$ cat src/rtl/sdram_cmd_arbiter.sv
// Purpose : picks one of refresh / burst-read / burst-write, issues it to the SDRAM core, steers beat acks.
// Latency : command registered one edge after selection in IDLE; beat acks are same-cycle (combinational).
// Backpress: cmd_valid and the latched command are held until cmd_ready; bursts pace entirely on the beat strobe.
//
// Ports:
//   clk_ref, rst                  - control clock, synchronous active-high reset
//   init_done                     - SDRAM init finished; nothing is granted before it
//   wr_req/wr_addr/wr_len/wr_ack  - write requester; wr_ack is the FIFO read strobe per beat
//   rd_req/rd_addr/rd_len/rd_ack  - read requester; rd_ack is the FIFO write strobe per beat
//   ref_req/ref_ack               - refresh timer request, one-cycle completion pulse
//   cmd_valid/cmd_ready/cmd_type/cmd_addr/cmd_len - command handshake to the core
//   beat, ref_done                - core data-beat strobe and refresh-complete pulse
//   busy, err_timeout             - not-idle flag, sticky beat-timeout error
module sdram_cmd_arbiter #(
    parameter int ADDR_W        = 24,
    parameter int LEN_W         = 10,
    parameter int MAX_WR_STREAK = 4,
    parameter int BEAT_TIMEOUT  = 1023
) (
    input  logic              clk_ref,
    input  logic              rst,
    input  logic              init_done,
    input  logic              wr_req,
    input  logic [ADDR_W-1:0] wr_addr,
    input  logic [LEN_W-1:0]  wr_len,
    output logic              wr_ack,
    input  logic              rd_req,
    input  logic [ADDR_W-1:0] rd_addr,
    input  logic [LEN_W-1:0]  rd_len,
    output logic              rd_ack,
    input  logic              ref_req,
    output logic              ref_ack,
    output logic              cmd_valid,
    input  logic              cmd_ready,
    output logic [1:0]        cmd_type,
    output logic [ADDR_W-1:0] cmd_addr,
    output logic [LEN_W-1:0]  cmd_len,
    input  logic              beat,
    input  logic              ref_done,
    output logic              busy,
    output logic              err_timeout
);

    localparam int STREAK_W = $clog2(MAX_WR_STREAK) + 1;
    localparam int TO_W     = $clog2(BEAT_TIMEOUT + 1);

    localparam logic [1:0] CMD_WR  = 2'b00;
    localparam logic [1:0] CMD_RD  = 2'b01;
    localparam logic [1:0] CMD_REF = 2'b10;

    localparam logic [STREAK_W-1:0] STREAK_MAX = STREAK_W'(MAX_WR_STREAK);
    localparam logic [STREAK_W-1:0] STREAK_SAT = '1;
    localparam logic [STREAK_W-1:0] STREAK_ONE = STREAK_W'(1);
    localparam logic [TO_W-1:0]     TO_LIMIT   = TO_W'(BEAT_TIMEOUT);
    localparam logic [TO_W-1:0]     TO_ONE     = TO_W'(1);
    localparam logic [LEN_W-1:0]    LEN_ONE    = LEN_W'(1);

    typedef enum logic [1:0] {
        ST_IDLE,
        ST_ISSUE,
        ST_BURST,
        ST_REFRESH
    } state_t;

    state_t              state;
    logic [STREAK_W-1:0] streak;
    logic [LEN_W-1:0]    beat_cnt;
    logic [TO_W-1:0]     idle_cnt;

    logic              read_forced;
    logic              sel_ref;
    logic              sel_rd;
    logic              sel_wr;
    logic [LEN_W-1:0]  beat_cnt_inc;
    logic [TO_W-1:0]   idle_cnt_inc;
    logic              burst_beat;

    // Reads jump ahead of writes once the write streak has used up its allowance.
    assign read_forced = rd_req && (streak >= STREAK_MAX);
    assign sel_ref     = init_done && ref_req;
    assign sel_rd      = init_done && !ref_req && rd_req && (read_forced || !wr_req);
    assign sel_wr      = init_done && !ref_req && wr_req && !read_forced;

    assign beat_cnt_inc = beat_cnt + LEN_ONE;
    assign idle_cnt_inc = idle_cnt + TO_ONE;

    // Acks follow the beat strobe in the same cycle; a reset cycle suppresses them.
    assign burst_beat = (state == ST_BURST) && beat && !rst;
    assign wr_ack     = burst_beat && (cmd_type == CMD_WR);
    assign rd_ack     = burst_beat && (cmd_type == CMD_RD);
    assign busy       = (state != ST_IDLE);

    always_ff @(posedge clk_ref) begin
        if (rst) begin
            state       <= ST_IDLE;
            cmd_valid   <= 1'b0;
            cmd_type    <= CMD_WR;
            cmd_addr    <= '0;
            cmd_len     <= '0;
            ref_ack     <= 1'b0;
            err_timeout <= 1'b0;
            streak      <= '0;
            beat_cnt    <= '0;
            idle_cnt    <= '0;
        end else begin
            ref_ack <= 1'b0;
            case (state)
                ST_IDLE: begin
                    if (sel_ref) begin
                        cmd_type  <= CMD_REF;
                        cmd_addr  <= '0;
                        cmd_len   <= '0;
                        cmd_valid <= 1'b1;
                        state     <= ST_ISSUE;
                    end else if (sel_rd) begin
                        cmd_type  <= CMD_RD;
                        cmd_addr  <= rd_addr;
                        cmd_len   <= rd_len;
                        cmd_valid <= 1'b1;
                        streak    <= '0;
                        state     <= ST_ISSUE;
                    end else if (sel_wr) begin
                        cmd_type  <= CMD_WR;
                        cmd_addr  <= wr_addr;
                        cmd_len   <= wr_len;
                        cmd_valid <= 1'b1;
                        // Only writes that bypass a waiting read count toward the streak.
                        if (!rd_req) begin
                            streak <= '0;
                        end else if (streak != STREAK_SAT) begin
                            streak <= streak + STREAK_ONE;
                        end
                        state <= ST_ISSUE;
                    end
                end

                ST_ISSUE: begin
                    if (cmd_ready) begin
                        cmd_valid <= 1'b0;
                        beat_cnt  <= '0;
                        idle_cnt  <= '0;
                        if (cmd_type == CMD_REF) begin
                            state <= ST_REFRESH;
                        end else if (cmd_len == '0) begin
                            // Zero-length burst: handshake only, no data phase.
                            state <= ST_IDLE;
                        end else begin
                            state <= ST_BURST;
                        end
                    end
                end

                ST_BURST: begin
                    if (beat) begin
                        beat_cnt <= beat_cnt_inc;
                        idle_cnt <= '0;
                        if (beat_cnt_inc == cmd_len) begin
                            state <= ST_IDLE;
                        end
                    end else begin
                        idle_cnt <= idle_cnt_inc;
                        if (idle_cnt_inc == TO_LIMIT) begin
                            err_timeout <= 1'b1;
                            state       <= ST_IDLE;
                        end
                    end
                end

                ST_REFRESH: begin
                    if (ref_done) begin
                        ref_ack <= 1'b1;
                        state   <= ST_IDLE;
                    end
                end

                default: state <= ST_IDLE;
            endcase
        end
    end

endmodule

$ cat config.mk
export PLATFORM = sky130hd
export DESIGN_NAME = sdram_cmd_arbiter
export DESIGN_NICKNAME = d
export VERILOG_FILES = /design/src/rtl/sdram_cmd_arbiter.sv
export SDC_FILE = /design/constraint.sdc
export NUM_CORES = 1
export LEC_CHECK = 0
export CAP_MARGIN = 40
export CORE_AREA = 2 2 92 117
export DETAILED_ROUTE_END_ITERATION = 8
export DIE_AREA = 0 0 94 119
export PLACE_DENSITY = 0.66
export SYNTH_ARGS = -nofsm -noshare
export SYNTH_HDL_FRONTEND = slang
export SYNTH_SLANG_ARGS = --single-unit
$ cat constraint.sdc
create_clock -name clk_ref -period 2.5 [get_ports clk_ref]
set_clock_uncertainty 0.15 [all_clocks]
set_input_delay 0.5 -clock clk_ref [delete_from_list [all_inputs] [get_ports clk_ref]]
set_output_delay 0.5 -clock clk_ref [all_outputs]
set_load 0.1 [all_outputs]
==> results.json <==
{
  "clk_latency_ns": 0.33,
  "status": "complete, no violations",
  "yosysSeqAreaShare": 0.3711,
  "route.vias.total": 3829,
  "cp-end-kind": "output pin",
  "crit_type": "primary input to output pin",
  "antenna_found_initial": 0,
  "r2r-end": "state[1]$_SDFFE_PP0P_",
  "grt_max_degree": 34,
  "postCtsSetupRepairBufs": 0,
  "hold_end": "err_timeout$_SDFFE_PP0P_",
  "slew_headroom": 0.6672,
  "vdd_drop_max_mv": 0.3661,
  "crit_fanout": 6,
  "fin_setup_tns_ns": 0,
  "first_iter_violations": 180,
  "ant_nets": 0,
  "place.gp.congestion": 0.8447,
  "drt_pass1_iterations": 4,
  "drive_gt1_frac": 0.1560,
  "path_buf_inv": 2,
  "cts_buffers": 9,
  "critical_path.top_delay_family": "buffers and inverters",
  "async_flop_share": 0,
  "initial_utilization": 0.3369,
  "mostFrequentLayoutCells": "nor2_1 (76), clkdlybuf4s50_1 (75), nand2_1 (72)",
  "syn-num-nets": 552,
  "yosys_warnings": 0,
  "r2r-start": "idle_cnt[1]$_SDFFE_PP0P_",
  "p_total_w": 0.003685,
  "worstMarginPinSlew_ns": 0.4973,
  "dpl_cell_area_um2": 4827,
  "hold_start": "err_timeout$_SDFFE_PP0P_",
  "hpwl_um": 7807,
  "grt_pass1_wl_um": 17350,
  "dpl.cell_count": 712,
  "final_common_cell": "nor2_1",
  "cts.htree.levels": 3,
  "portBuffers": 118,
  "fmax_mhz": 413.0,
  "r2r_slack_ns": 0.21,
  "die-area_um2": 11190,
  "cp_slowest_cell": "clkdlybuf4s50_1",
  "stdcell_area_um2": 5127,
  "arrival_ns": 1.77,
  "finalWirelength_um": 10550,
  "via_per_inst": 5.260,
  "hold_violations": 0,
  "die_w_um": 94,
  "grt.total_usage": 0.1936,
  "clk_pin_slew_ns": 0.05,
  "design.portCount": 119,
  "synth_top_area_frac": 0.3711,
  "drv_slew": 0,
  "clk_path_buf_depth": 2,
  "grt_pass1_vias": 3663,
  "synth_area_leader_cell": "dfxtp_1",
  "synth.area.top_cells": "dfxtp_1 (37%), a21oi_1 (9.3%), nor2_1 (8.3%)",
  "synth_area_um2": 3452,
  "cp_data_required_time_ns": 1.85,
  "core_area_um2": 10250,
  "cts_hold_buf": 0,
  "wl_per_cell_um": 14.49,
  "finalSetupViolCount": 0,
  "syn_area_per_cell_um2": 7.345,
  "synthCells": 470,
  "crit_chain": "clkdlybuf4s50_1 -> nand2_4 -> nor4b_4 -> buf_12",
  "p_per_area_nw_per_um2": 718.7,
  "min_path_cells": 2,
  "critical_path.max_stage_delay_ns": 0.60,
  "cp-start-kind": "primary input",
  "maxCapViolations": 0,
  "drc": 0,
  "synth_edf_count": 0,
  "synth.distinct_cells": 55,
  "antenna_cells": 0,
  "syn_to_final_growth_pct": 48.53,
  "p_leak_nw": 2.050,
  "fin_nets": 673,
  "cts.sinks": 64,
  "ys_seq_elements": 64,
  "cts-root-buf": "clkbuf_16",
  "min_path_type": "flip-flop to flip-flop",
  "globalRouteOverflowTotal": 0,
  "final-instance-count-excl-fill": 728,
  "cts_tree": "built",
  "chipHeight_um": 119,
  "num_rows": 42,
  "synth_ff_type": "dfxtp_1",
  "post_cts_resize_count": 0,
  "fin_crit_ns": 2.421,
  "reg2regPathDepth": 7,
  "period_share": 0.9685,
  "rsz0062_at_grt": "no"
}
[Yosys cell counts, drive strengths merged, types with 3 or more instances]
cell type	n
nor2	76
nand2	73
a21oi	64
dfxtp	64
clkbuf	25
nand3	25
o21ai	20
a311oi	15
xor2	9
nor3	8
a22oi	7
and3	7
nor2b	6
xnor2	6
ha	5
inv	5
nand2b	4
nor4	4
or3	4
buf	3
nand4b	3
[report_power, final]
group	switching, W	internal, W
Sequential	0.0000793	0.00110
Combinational	0.000854	0.000385
Clock	0.000445	0.000823
[metrics by stage]
stage	util	hold slack, ns	setup WS, ns
after CTS	0.5004	0.3300	0.08407
after global routing	0.5004	0.3543	0.03544
after floorplan	-	0.3117	-0.08140
after global placement	0.4711	0.3124	0.09776
final	0.5004	0.3278	0.07885
after detailed placement	0.4711	0.3156	0.09684
[worst register-to-register path: stages, from the launching register on]
cell      delay [ns]
dfxtp_1         0.34
ha_1            0.29
nand3_1         0.16
or3_1           0.33
a32o_1          0.23
a311oi_2        0.33
o21ai_1         0.10
a211o_1         0.25
[state kept, by name, indices dropped and copies added, names as in the netlist, 2 cells and up]
register and count:
idle_cnt 10, streak 3, cmd_addr 24, beat_cnt 10, cmd_len 10, cmd_type 2, state 2
[per-layer routing]
metal,vias to the layer above,GRT usage,part of all wire
li1,1910,-,-
met1,1791,0.2229,0.42
met2,110,0.3277,0.50
met3,18,0.06452,0.063
met4,0,0.07518,0.020
met5,-,0,0
[logic make-up after synthesis]
logic type                 synth area share
and+or+nand+nor                      0.3012
buffers and inverters               0.03806
muxes                              0.009061
AOI/OAI and AO/OA                    0.2244
adders and majority gates           0.01812
DFF                                  0.3711
xor gates and xnor gates            0.03806
[final cells by class]
type / instances / area, µm²
repair buffers: 138 / 1271
clock inverters: 3 / 40.04
fillers: 1014 / 5120
multi-input cells: 372 / 2085
flip-flops and latches: 64 / 1284
clock buffers: 13 / 260.3
inverters: 6 / 22.52
well taps: 132 / 165.2
[worst max path at each step]
stage,end,depth (start not counted),start,slack (ns)
detailed placement,rd_ack,4,beat,0.1
CTS,rd_ack,4,beat,0.08
global placement,rd_ack,4,beat,0.1
global route,rd_ack,4,beat,0.04
finish,rd_ack,4,beat,0.08
floorplan,rd_ack,5,state[0]$_SDFFE_PP0P_,-0.08
(Power assumes the default switching activity.)
